`src/rtl/intdiv_seq.sv`:
```
// Iterative signed divider: one non-restoring SD2 row per clock, then one
// adjustment cycle that yields a truncating quotient and a remainder with the sign of x.
module intdiv_seq #(
  parameter int N = 4
) (
  input  logic         clk,
  input  logic         rst,
  input  logic         in_valid,
  output logic         in_ready,
  input  logic [N-1:0] x,
  input  logic [N-1:0] y,
  output logic         out_valid,
  input  logic         out_ready,
  output logic [N-1:0] z,
  output logic [N-1:0] r,
  output logic         dbz,
  output logic         ovf,
  output logic [1:0]   dbg_state
);

  // Handshakes: a transfer happens on a rising edge where valid && ready.
  // in_ready is high only in IDLE and out_valid only in DONE, so they are never
  // both high and no operand is accepted on the edge that hands off a result.
  // The DONE outputs stay stable until out_ready is seen.

  typedef enum logic [1:0] {
    IDLE = 2'd0,
    ITER = 2'd1,
    ADJ  = 2'd2,
    DONE = 2'd3
  } state_t;

  localparam int CW = $clog2(N);
  localparam logic [N-1:0] MIN = {1'b1, {(N-1){1'b0}}};
  localparam logic [N-1:0] ONE = N'(1);

  state_t state, state_nxt;

  logic [CW-1:0]  cnt;
  logic [N-1:0]   xr, yr;
  logic [N:0]     pr;
  logic [2*N-1:0] qd;

  logic       is_ovf;
  logic [N:0] ys, pr_sh, pr_row;
  logic       row_pos;

  logic [N-1:0] qp, qn, q_raw, z_adj, r_adj;

  assign is_ovf    = (x == MIN) && (&y);
  assign dbg_state = state;

  // A row subtracts y when the partial remainder and y share a sign, else adds it.
  assign ys      = {yr[N-1], yr};
  assign pr_sh   = {pr[N-1:0], xr[cnt]};
  assign row_pos = (pr[N] == yr[N-1]);
  assign pr_row  = row_pos ? (pr_sh - ys) : (pr_sh + ys);

  always_comb begin
    state_nxt = state;
    in_ready  = 1'b0;
    out_valid = 1'b0;
    case (state)
      IDLE: begin
        in_ready = 1'b1;
        if (in_valid) state_nxt = ((y == '0) || is_ovf) ? DONE : ITER;
      end
      ITER: if (cnt == '0) state_nxt = ADJ;
      ADJ:  state_nxt = DONE;
      DONE: begin
        out_valid = 1'b1;
        if (out_ready) state_nxt = IDLE;
      end
      default: state_nxt = IDLE;
    endcase
  end

  // Digit 01/10 is +1 and 11 is -1, so the quotient is (plus bits) - (minus bits).
  // An exact multiple leaves pr at +-y; otherwise a remainder of the wrong sign
  // is pulled back by one multiple of y.
  always_comb begin
    qp = '0;
    qn = '0;
    for (int i = 0; i < N; i++) begin
      qp[i] = qd[2*i+1] ^ qd[2*i];
      qn[i] = qd[2*i+1] & qd[2*i];
    end
    q_raw = qp - qn;
    z_adj = q_raw;
    r_adj = pr[N-1:0];
    if (pr == ys) begin
      z_adj = q_raw + ONE;
      r_adj = '0;
    end else if (pr == -ys) begin
      z_adj = q_raw - ONE;
      r_adj = '0;
    end else if ((pr != '0) && (pr[N] != xr[N-1])) begin
      if (pr[N] == yr[N-1]) begin
        z_adj = q_raw + ONE;
        r_adj = pr[N-1:0] - yr;
      end else begin
        z_adj = q_raw - ONE;
        r_adj = pr[N-1:0] + yr;
      end
    end
  end

  always_ff @(posedge clk or posedge rst) begin
    if (rst) state <= IDLE;
    else     state <= state_nxt;
  end

  always_ff @(posedge clk or posedge rst) begin
    if (rst) begin
      cnt <= '0;
      xr  <= '0;
      yr  <= '0;
      pr  <= '0;
      qd  <= '0;
      z   <= '0;
      r   <= '0;
      dbz <= 1'b0;
      ovf <= 1'b0;
    end else begin
      case (state)
        IDLE: begin
          if (in_valid) begin
            xr <= x;
            yr <= y;
            if (y == '0) begin
              z   <= '1;
              r   <= x;
              dbz <= 1'b1;
              ovf <= 1'b0;
            end else if (is_ovf) begin
              z   <= MIN;
              r   <= '0;
              dbz <= 1'b0;
              ovf <= 1'b1;
            end else begin
              cnt <= CW'(N-1);
              pr  <= {(N+1){x[N-1]}};
              qd  <= '0;
            end
          end
        end
        ITER: begin
          pr <= pr_row;
          qd[2*cnt +: 2] <= row_pos ? 2'b01 : 2'b11;
          if (cnt != '0) cnt <= cnt - CW'(1);
        end
        ADJ: begin
          z   <= z_adj;
          r   <= r_adj;
          dbz <= 1'b0;
          ovf <= 1'b0;
        end
        default: ;
      endcase
    end
  end

endmodule

```
`config.mk`:
```
export PLATFORM = sky130hd
export DESIGN_NAME = intdiv_seq
export DESIGN_NICKNAME = d
export VERILOG_FILES = /design/src/rtl/intdiv_seq.sv
export SDC_FILE = /design/constraint.sdc
export NUM_CORES = 1
export LEC_CHECK = 0
export BUFFER_PORTS_ARGS = -buffer_cell sky130_fd_sc_hd__buf_2
export CELL_PAD_IN_SITES_DETAIL_PLACEMENT = 1
export CELL_PAD_IN_SITES_GLOBAL_PLACEMENT = 2
export CORE_ASPECT_RATIO = 2
export CORE_MARGIN = 5
export CORE_UTILIZATION = 40
export CTS_BUF_LIST = sky130_fd_sc_hd__clkbuf_16
export CTS_CLUSTER_SIZE = 8
export DETAILED_ROUTE_END_ITERATION = 6
export PLACE_DENSITY_LB_ADDON = 0.1
export SLEW_MARGIN = 0
export SYNTH_ARGS = -nofsm -noshare
export SYNTH_HDL_FRONTEND = slang
export SYNTH_SLANG_ARGS = --single-unit
```
`constraint.sdc`:
```
create_clock -name clk -period 7.49 [get_ports clk]
set_input_delay 0.749 -clock clk [delete_from_list [all_inputs] [get_ports clk]]
set_output_delay 0.749 -clock clk [all_outputs]
set_load 0.01 [all_outputs]
```
Yosys cells after proc, flatten, opt, wreduce, memory -nomap -nowiden

Index checks and enable logic that the tools add are counted.

Input bits: 12
Bits in registers: 35
Logic and storage cells: 111
Output and inout port bits: 14

Eq/ne operators: 15
Shift-type cells: 2
Reduce and logical (&&, ||, !) cells: 16
Add/sub/neg operators: 10
Magnitude comparators: 1
Multiplexer cells: 49
Bitwise operators: 8

Operator list:

| operator                                                               | count |
|---|---|
| 4-bit two-way mux                                                      | 14 |
| 3-bit negation with 34-bit output                                      | 1 |
| 2-bit by 34-bit variable shift with 8-bit output, first input constant | 1 |
| 2-bit by 34-bit indexed part select with 8-bit output                  | 1 |
| 8-bit two-way mux                                                      | 3 |
| 5-bit two-way mux                                                      | 4 |
| 2-bit two-way mux                                                      | 9 |
| 4-bit case mux with 2 select lines                                     | 2 |
| 8-bit case mux with 2 select lines                                     | 1 |
| 2-bit != test, second input constant                                   | 6 |
| 5-bit == test                                                          | 2 |
| 5-bit case mux with 2 select lines                                     | 1 |
| 1-bit two-way mux                                                      | 9 |
| 8-bit bitwise mux                                                      | 1 |
| 2-bit case mux with 4 select lines                                     | 1 |
| 4-bit AND reduction                                                    | 2 |
| 4-bit subtractor                                                       | 2 |
| 3-bit AND reduction                                                    | 2 |
| 2-bit nonzero test                                                     | 3 |
| 5-bit adder                                                            | 1 |
| 5-bit negation                                                         | 1 |
| 5-bit AND reduction                                                    | 1 |
| 5-bit nonzero test                                                     | 1 |
| 5-bit subtractor                                                       | 1 |
| other kinds (21)                                                       | 31 |

Depth between registers and ports, before layout

Gate-level depths: netlist of the first run.

Depth after elaboration: 8
Gate-level depth with buffers: 12
Mapped depth without buffers: 11

Worst setup path before layout of the first run

Ideal clock, no wire load.

Kind: register to register
From: register pr[4]
To: register r[3]
Data required time: 7.347 ns
Setup slack: 4.974 ns
Path buffers: 1
Stages on the path, launching flop included: 12
Arrival: 2.373 ns
Setup time: 0.143 ns
Clock period less this slack: 2.516 ns
Cells stage by stage: dfrtp_1 -> clkbuf_8 -> xor2_1 -> a21o_1 -> inv_1 -> ha_1 -> nor2b_1 -> o21ai_0 -> a21boi_0 -> o31a_2 -> o21ai_0 -> a31oi_1

Word-level cells in the longest chain between the ends: 6
Elaborated cells on any way between the ends: 11
Classes of those cells: eq/ne (4); mux (5); reduce/logical (2)

RTL lines:

| what                                                   | RTL line | text |
|---|---|---|
| start, declared                                        | 41       | `logic [N:0] pr;` |
| start signal, assigned                                 | 142      | `pr <= {(N+1){x[N-1]}};` |
| start signal, assigned                                 | 148      | `pr <= pr_row;` |
| 5-bit nonzero test, or another cell as far along       | 97       | `end else if ((pr != '0) && (pr[N] != xr[N-1])) begin` |
| 1-bit logical AND or 4-bit two-way mux (tied branches) | 97, 98   |  |
| 4-bit two-way mux                                      | 97       |  |
| 4-bit two-way mux                                      | 94       | `end else if (pr == -ys) begin` |
| 4-bit two-way mux (*)                                  | 91       | `if (pr == ys) begin` |
| 4-bit case mux with 2 select lines (*)                 | 125      | `case (state)` |
| end signal, assigned                                   | 154      | `r <= r_adj;` |
| end, declared                                          | 15       | `output logic [N-1:0] r,` |

Every way passes the cells marked *; elsewhere a longest branch is shown, timed or not.
A chain may end at the register's enable or synchronous reset.

Final worst setup path of the first run

Ends and elaborated chain as after synthesis.

==> results_dict.tcl, run 1 <==
set metrics [dict create \
    fin_worst_skew_ns 0.00651 \
    ir_drop_v 0.000203 \
    async_flop_share_pct 100 \
    crit_required_ns 7.63 \
    cp-end-kind "flop" \
    met2_usage_pct 36.9 \
    period_share_pct 38.3 \
    pin_count 26 \
    worst_pin_slew_ns 0.613 \
    final_cells 390 \
    synth_seq_cells 35 \
    grt_max_degree 36 \
    grt_pass1_wl_um 11300 \
    crit_type "reg -> reg" \
    clock-root-buffer "clkbuf_16" \
    cts-buffers-inserted 5 \
    syn_area_um2 2550 \
    h-tree-depth 2 \
    reg2reg_slack_ns 4.62 \
    dr.pass1.iters 4 \
    ctsHoldBuffers 0 \
    finalHoldViolCount 0 \
    grt_setup_unrepaired "no" \
    ys_seq_area_share_pct 34.3 \
    grt_overflow 0 \
    met3_usage_pct 2.91 \
    met1_usage_pct 17.8 \
    grt_busiest_layer "met2" \
    holdPathStages 1 \
    antenna_cells 0 \
    antenna_found_initial 0 \
    grt_use_total_pct 19.1 \
    avgRoutedWirePerCell_um 18.4 \
    synth_cell_types 54 \
    postRouteAntennaNets 0 \
    worstSetupStartpointType "flop" \
    cp.arrival_ns 3.01 \
    drc 0 \
    r2r_cells 10 \
    routed_wl_um 7180 \
    die_h_um 123 \
    fmax_ghz 0.349 \
    power_density_nw_per_um2 550 \
    core_um2 6260 \
    cts_resized 0 \
    area_delta_synth_final_pct 13.5 \
    syn_avg_cell_area_um2 9.18 \
    synth_edf_count 0 \
    dp.cells 382 \
    status "finished, final reports clean" \
    layout_commonest_cell "dfrtp_1" \
    synth_cells 278 \
    drv_cap 0 \
    crit_path_max_fanout 12 \
    die_x_um 66.5 \
    fp-row-count 41 \
    cts_tree "built" \
    grt_pass1_vias 2338 \
    clock_sinks 35 \
    drtIter0Drc 70 \
    port_buffers 25 \
    num_vias 2164 \
    final_cell_mix "35 x dfrtp_1, 27 x nor2_1, 25 x inv_1, 25 x buf_2" \
    clock_latency_ns 0.29 \
    slew_headroom_pct 59.2 \
    finalMaxSlewViolations 0 \
    r2r_end "r[3]" \
    postCtsSetupBuffers 0 \
    tns_ns 0 \
    hpwlAfterDp_um 5780 \
    hold_path_class "reg -> reg" \
    ys_warn_count 0 \
    setup_viol 0 \
    drive_gt1_share_pct 17.8 \
    filler_cell_count 780 \
    gp_congestion 0.828 \
    ys.flop_type "dfrtp_1" \
    initial_core_util_pct 40.8 \
    viasPerCell 5.55 \
    clk_pin_slew_ns 0.06 \
    syn-num-nets 313 \
    p_leak_nw 1.32 \
    timing.rr.start "pr[4]" \
    hold_path_end "dbz" \
    hold_path.startpoint "dbz" \
    period_needed_ns 2.87 \
    clockBufferDepth 2 \
    dieArea_um2 8180 \
    final_nets 338 \
]
## per-layer routing
metal,share of wire [%],up-vias,routed length (um)
met2,59,40,4210
met4,4.9,0,353
met5,0,-,0
met1,34,1067,2440
li1,-,1037,-
met3,2.4,20,171
## layout make-up
class	count	area, um2	share of cell area (%)
clock buffers	5	125	4.32
repair buffers	27	140	4.84
multi-input cells	209	1520	52.3
flip-flops and latches	35	876	30.2
well taps	86	108	3.71
clock inverters	3	38.8	1.34
inverters	25	93.8	3.24
## state kept, by name, indices dropped and copies added, names as in the netlist
| signal | flops |
|---|---|
| cnt | 2 |
| dbg_state | 2 |
| dbz | 1 |
| ovf | 1 |
| pr | 5 |
| qd | 8 |
| r | 4 |
| xr | 4 |
| yr | 4 |
| z | 4 |
## through the flow
stage	setup WS, ns	power (mW)	instance area (um2)	util [%]	hold WS [ns]
floorplan	4.97	1.11	2550	-	0.462
global placement	4.66	1.37	2730	43.7	0.456
detailed placement	4.62	1.38	2730	43.7	0.469
CTS	4.61	1.62	2900	46.3	0.483
global route	4.27	1.75	2900	46.3	0.501
finish	4.62	1.59	2900	46.3	0.476
## where the power goes
part           internal, mW  switching, mW
logic                 0.422          0.570
registers             0.269         0.0968
clock network         0.155         0.0799
## worst max path at each step
stage,from,to,slack (ns),depth (start not counted)
after floorplan,pr[4],r[3],4.97,11
after global placement,pr[4],r[3],4.66,10
after detailed placement,pr[4],r[3],4.62,10
after CTS,pr[4],r[3],4.61,10
after global routing,pr[4],r[3],4.27,11
final,pr[4],r[3],4.62,10
## cell usage after synthesis, drive strengths merged (3+ instances only)
cell type  number  share of area (%)
o41ai           3                1.3
mux2i           4                1.6
and3            3               0.78
a21oi          20                3.9
xnor2          14                4.8
dfrtp          35                 34
a221oi          3                1.0
nand2          21                3.1
xor2            4                1.4
o21ai          20                3.9
a21o            7                2.1
nor3            6                1.2
ha             21                 10
buf             3               0.93
nor2           28                4.2
nand3           8                1.6
clkbuf          6                1.7
mux2            9                4.1
a31oi           3               0.74
inv            25                3.7
## worst max-delay path, cell delays in order, from the launching register on
cell      delay (ns)
dfrtp_1         0.56
xor2_1          0.50
a21o_1          0.29
inv_1           0.08
ha_1            0.26
nor2b_1         0.12
o21ai_0         0.17
a21boi_0        0.15
o31a_2          0.30
o21ai_0         0.18
a31oi_1         0.10
## cells by family (layout without fill, tap and decap cells)
kind of cell	after synthesis	in the layout	share of synthesized area (%)
flops	35	35	34.3
fa+ha+maj	23	23	11.9
compound gates	75	75	20.2
mux	14	14	6.57
buf+inv	34	60	6.27
simple gates	79	79	14.6
xor+xnor	18	18	6.18
No activity file was read; power rests on OpenSTA's default activity.
==> inputs of run 2 (changes only) <==
- CORE_UTILIZATION: 40 -> 37
- clock period: 7.49 -> 2.7 ns (I/O delays scaled with it)
==> run 2 against run 1 <==
Register-to-register slack worse by 4.3 ns. Final area is 2.4% higher. Worst hold slack worse by 0.31 ns. Core utilization is 2.9 points lower. Clock skew is 0.0030 ns higher. Critical endpoint unchanged.
==> results_dict.tcl, run 2 (synthesized netlist as in run 1, its figures left out) <==
set metrics [dict create \
    h-tree-depth 2 \
    clock_latency_ns 0.29 \
    drtIter0Drc 124 \
    regArea_um2 877 \
    port_buffers 25 \
    power_density_nw_per_um2 1490 \
    worstSetupStartpointType "flop" \
    ctsHoldBuffers 0 \
    dr.max_layer_used "met4" \
    drive_gt1_share_pct 20.6 \
    grt_max_degree 23 \
    ir_drop_v 0.000598 \
    hold_path_class "in -> async" \
    drv_cap 0 \
    swShare_pct 46.7 \
    grt_setup_unrepaired "no" \
    clockBufferDepth 2 \
    period_share_pct 89.2 \
    finalMaxSlewViolations 0 \
    filler_cell_count 856 \
    clk_pin_slew_ns 0.06 \
    clock_sinks 35 \
    die_h_um 127 \
    grt_pass1_vias 2387 \
    hpwlAfterDp_um 5740 \
    num_vias 2154 \
    final_cell_mix "34 x dfrtp_1, 27 x nor2_1, 26 x inv_1" \
    fin_worst_skew_ns 0.00950 \
    antenna_found_initial 0 \
    final_nets 349 \
    pwr-share-seq_pct 22.3 \
    crit_path_max_fanout 4 \
    wl_met1_um 2850 \
    power_mw 4.41 \
    clock-root-buffer "clkbuf_16" \
    drc 0 \
    final_util_pct 43.4 \
    postRouteAntennaNets 0 \
    largest_register_ff_count 8 \
    p_leak_nw 1.36 \
    final_cells 405 \
    p_int_mw 2.35 \
    grt_use_total_pct 18.1 \
    p_clk_share_pct 12.5 \
    cp.arrival_ns 2.58 \
    largestRegisters "qd: 8 flops, pr: 5 flops" \
    crit_type "reg -> reg" \
    die_x_um 68.7 \
    reg2reg_slack_ns 0.29 \
    cts-buffers-inserted 5 \
    cts_tree "built" \
    wl_met3_um 225 \
    period_needed_ns 2.41 \
    core_um2 6830 \
    worst_pin_slew_ns 1.17 \
    fp-row-count 43 \
    dieArea_um2 8760 \
    crit_required_ns 2.87 \
    grt_pass1_wl_um 11900 \
    slew_headroom_pct 21.7 \
    hold-worst-slack_ns 0.165 \
    routed_wl_um 7040 \
    initial_core_util_pct 37.4 \
    wl_met2_um 3810 \
    finalHoldViolCount 0 \
    cp-end-kind "flop" \
    pin_count 26 \
    dr.pass1.iters 6 \
    switchingPower_mw 2.06 \
    layout_commonest_cell "dfrtp_1" \
    setup_viol 0 \
    status "finished, final reports clean" \
    gp_congestion 0.896 \
    fmax_ghz 0.415 \
    area_delta_synth_final_pct 16.2 \
    avgRoutedWirePerCell_um 17.4 \
    viasPerCell 5.32 \
    combPwrFrac_pct 65.2 \
    multi_input_area_um2 1520 \
    top_register "qd" \
    grt_overflow 0 \
    tns_ns 0 \
    dp.cells 395 \
    antenna_cells 0 \
]
-- run 2: cell types whose count changed in the layout (fill, tap and decap cells not counted) --
cell,before,now
inv_1,25,26
clkinv_2,1,0
clkinv_1,1,2
xor2_1,4,3
xor2_2,0,1
buf_4,2,13
dfrtp_1,35,34
dfrtp_2,0,1
bufinv_16,1,0
-- run 2: path summary, 6_finish.rpt --
check,from,to,depth (start not counted)
setup / recovery,yr[1],r[3],11
hold / removal,rst,yr[3],2
setup reg to reg,yr[1],r[3],11
hold reg to reg,dbz,dbz,1
max in group asynchronous,rst,dbg_state[0],3
min in group clk,y[2],yr[2],2
-- run 2: power by group through the flow --
stage                     registers [mW]  clock network [mW]  logic [mW]
after floorplan                    0.941                   0        2.14
after global routing                1.02               0.585        3.27
final                              0.982               0.553        2.88
after detailed placement           0.995                   0        2.87
after global placement             0.983                   0        2.78
after CTS                          0.986               0.569        2.88
-- run 2: stage by stage --
| step | cell area [um2] | setup WS, ns |
|---|---|---|
| floorplan | 2550 | 0.184 |
| global placement | 2810 | 0.253 |
| detailed placement | 2810 | 0.167 |
| CTS | 2940 | 0.164 |
| global route | 2970 | 0.0281 |
| finish | 2970 | 0.292 |
-- run 2: final cells by class --
| cell class | instances | share of cell area [%] |
|---|---|---|
| inverter | 25 | 3.16 |
| clock buffer | 5 | 4.22 |
| clock inverter | 3 | 0.380 |
| timing repair buffer | 38 | 7.51 |
| tap | 90 | 3.80 |
| sequential | 35 | 29.6 |
| multi-input combinational | 209 | 51.4 |
-- run 2: per-layer routing --
layer  track usage (%)  vias up
li1                  -     1059
met1              21.0     1052
met2              32.0       32
met3              3.08       11
met4              6.90        0
met5                 0        -
-- run 2: critical path, stage by stage (launching register included) --
cell and delay (ns):
dfrtp_1 0.39, inv_1 0.07, ha_1 0.30, a21o_1 0.17, inv_1 0.08, ha_1 0.26, nor2b_1 0.12, o21ai_0 0.19
a21boi_0 0.15, o31a_2 0.30, o21ai_0 0.16, a31oi_1 0.10
-- run 2: repair_timing --
action / in CTS / in global routing
endpoints found under the setup margin: 0 / 1
setup buffers: 0 / 2
resized for setup: 0 / 2
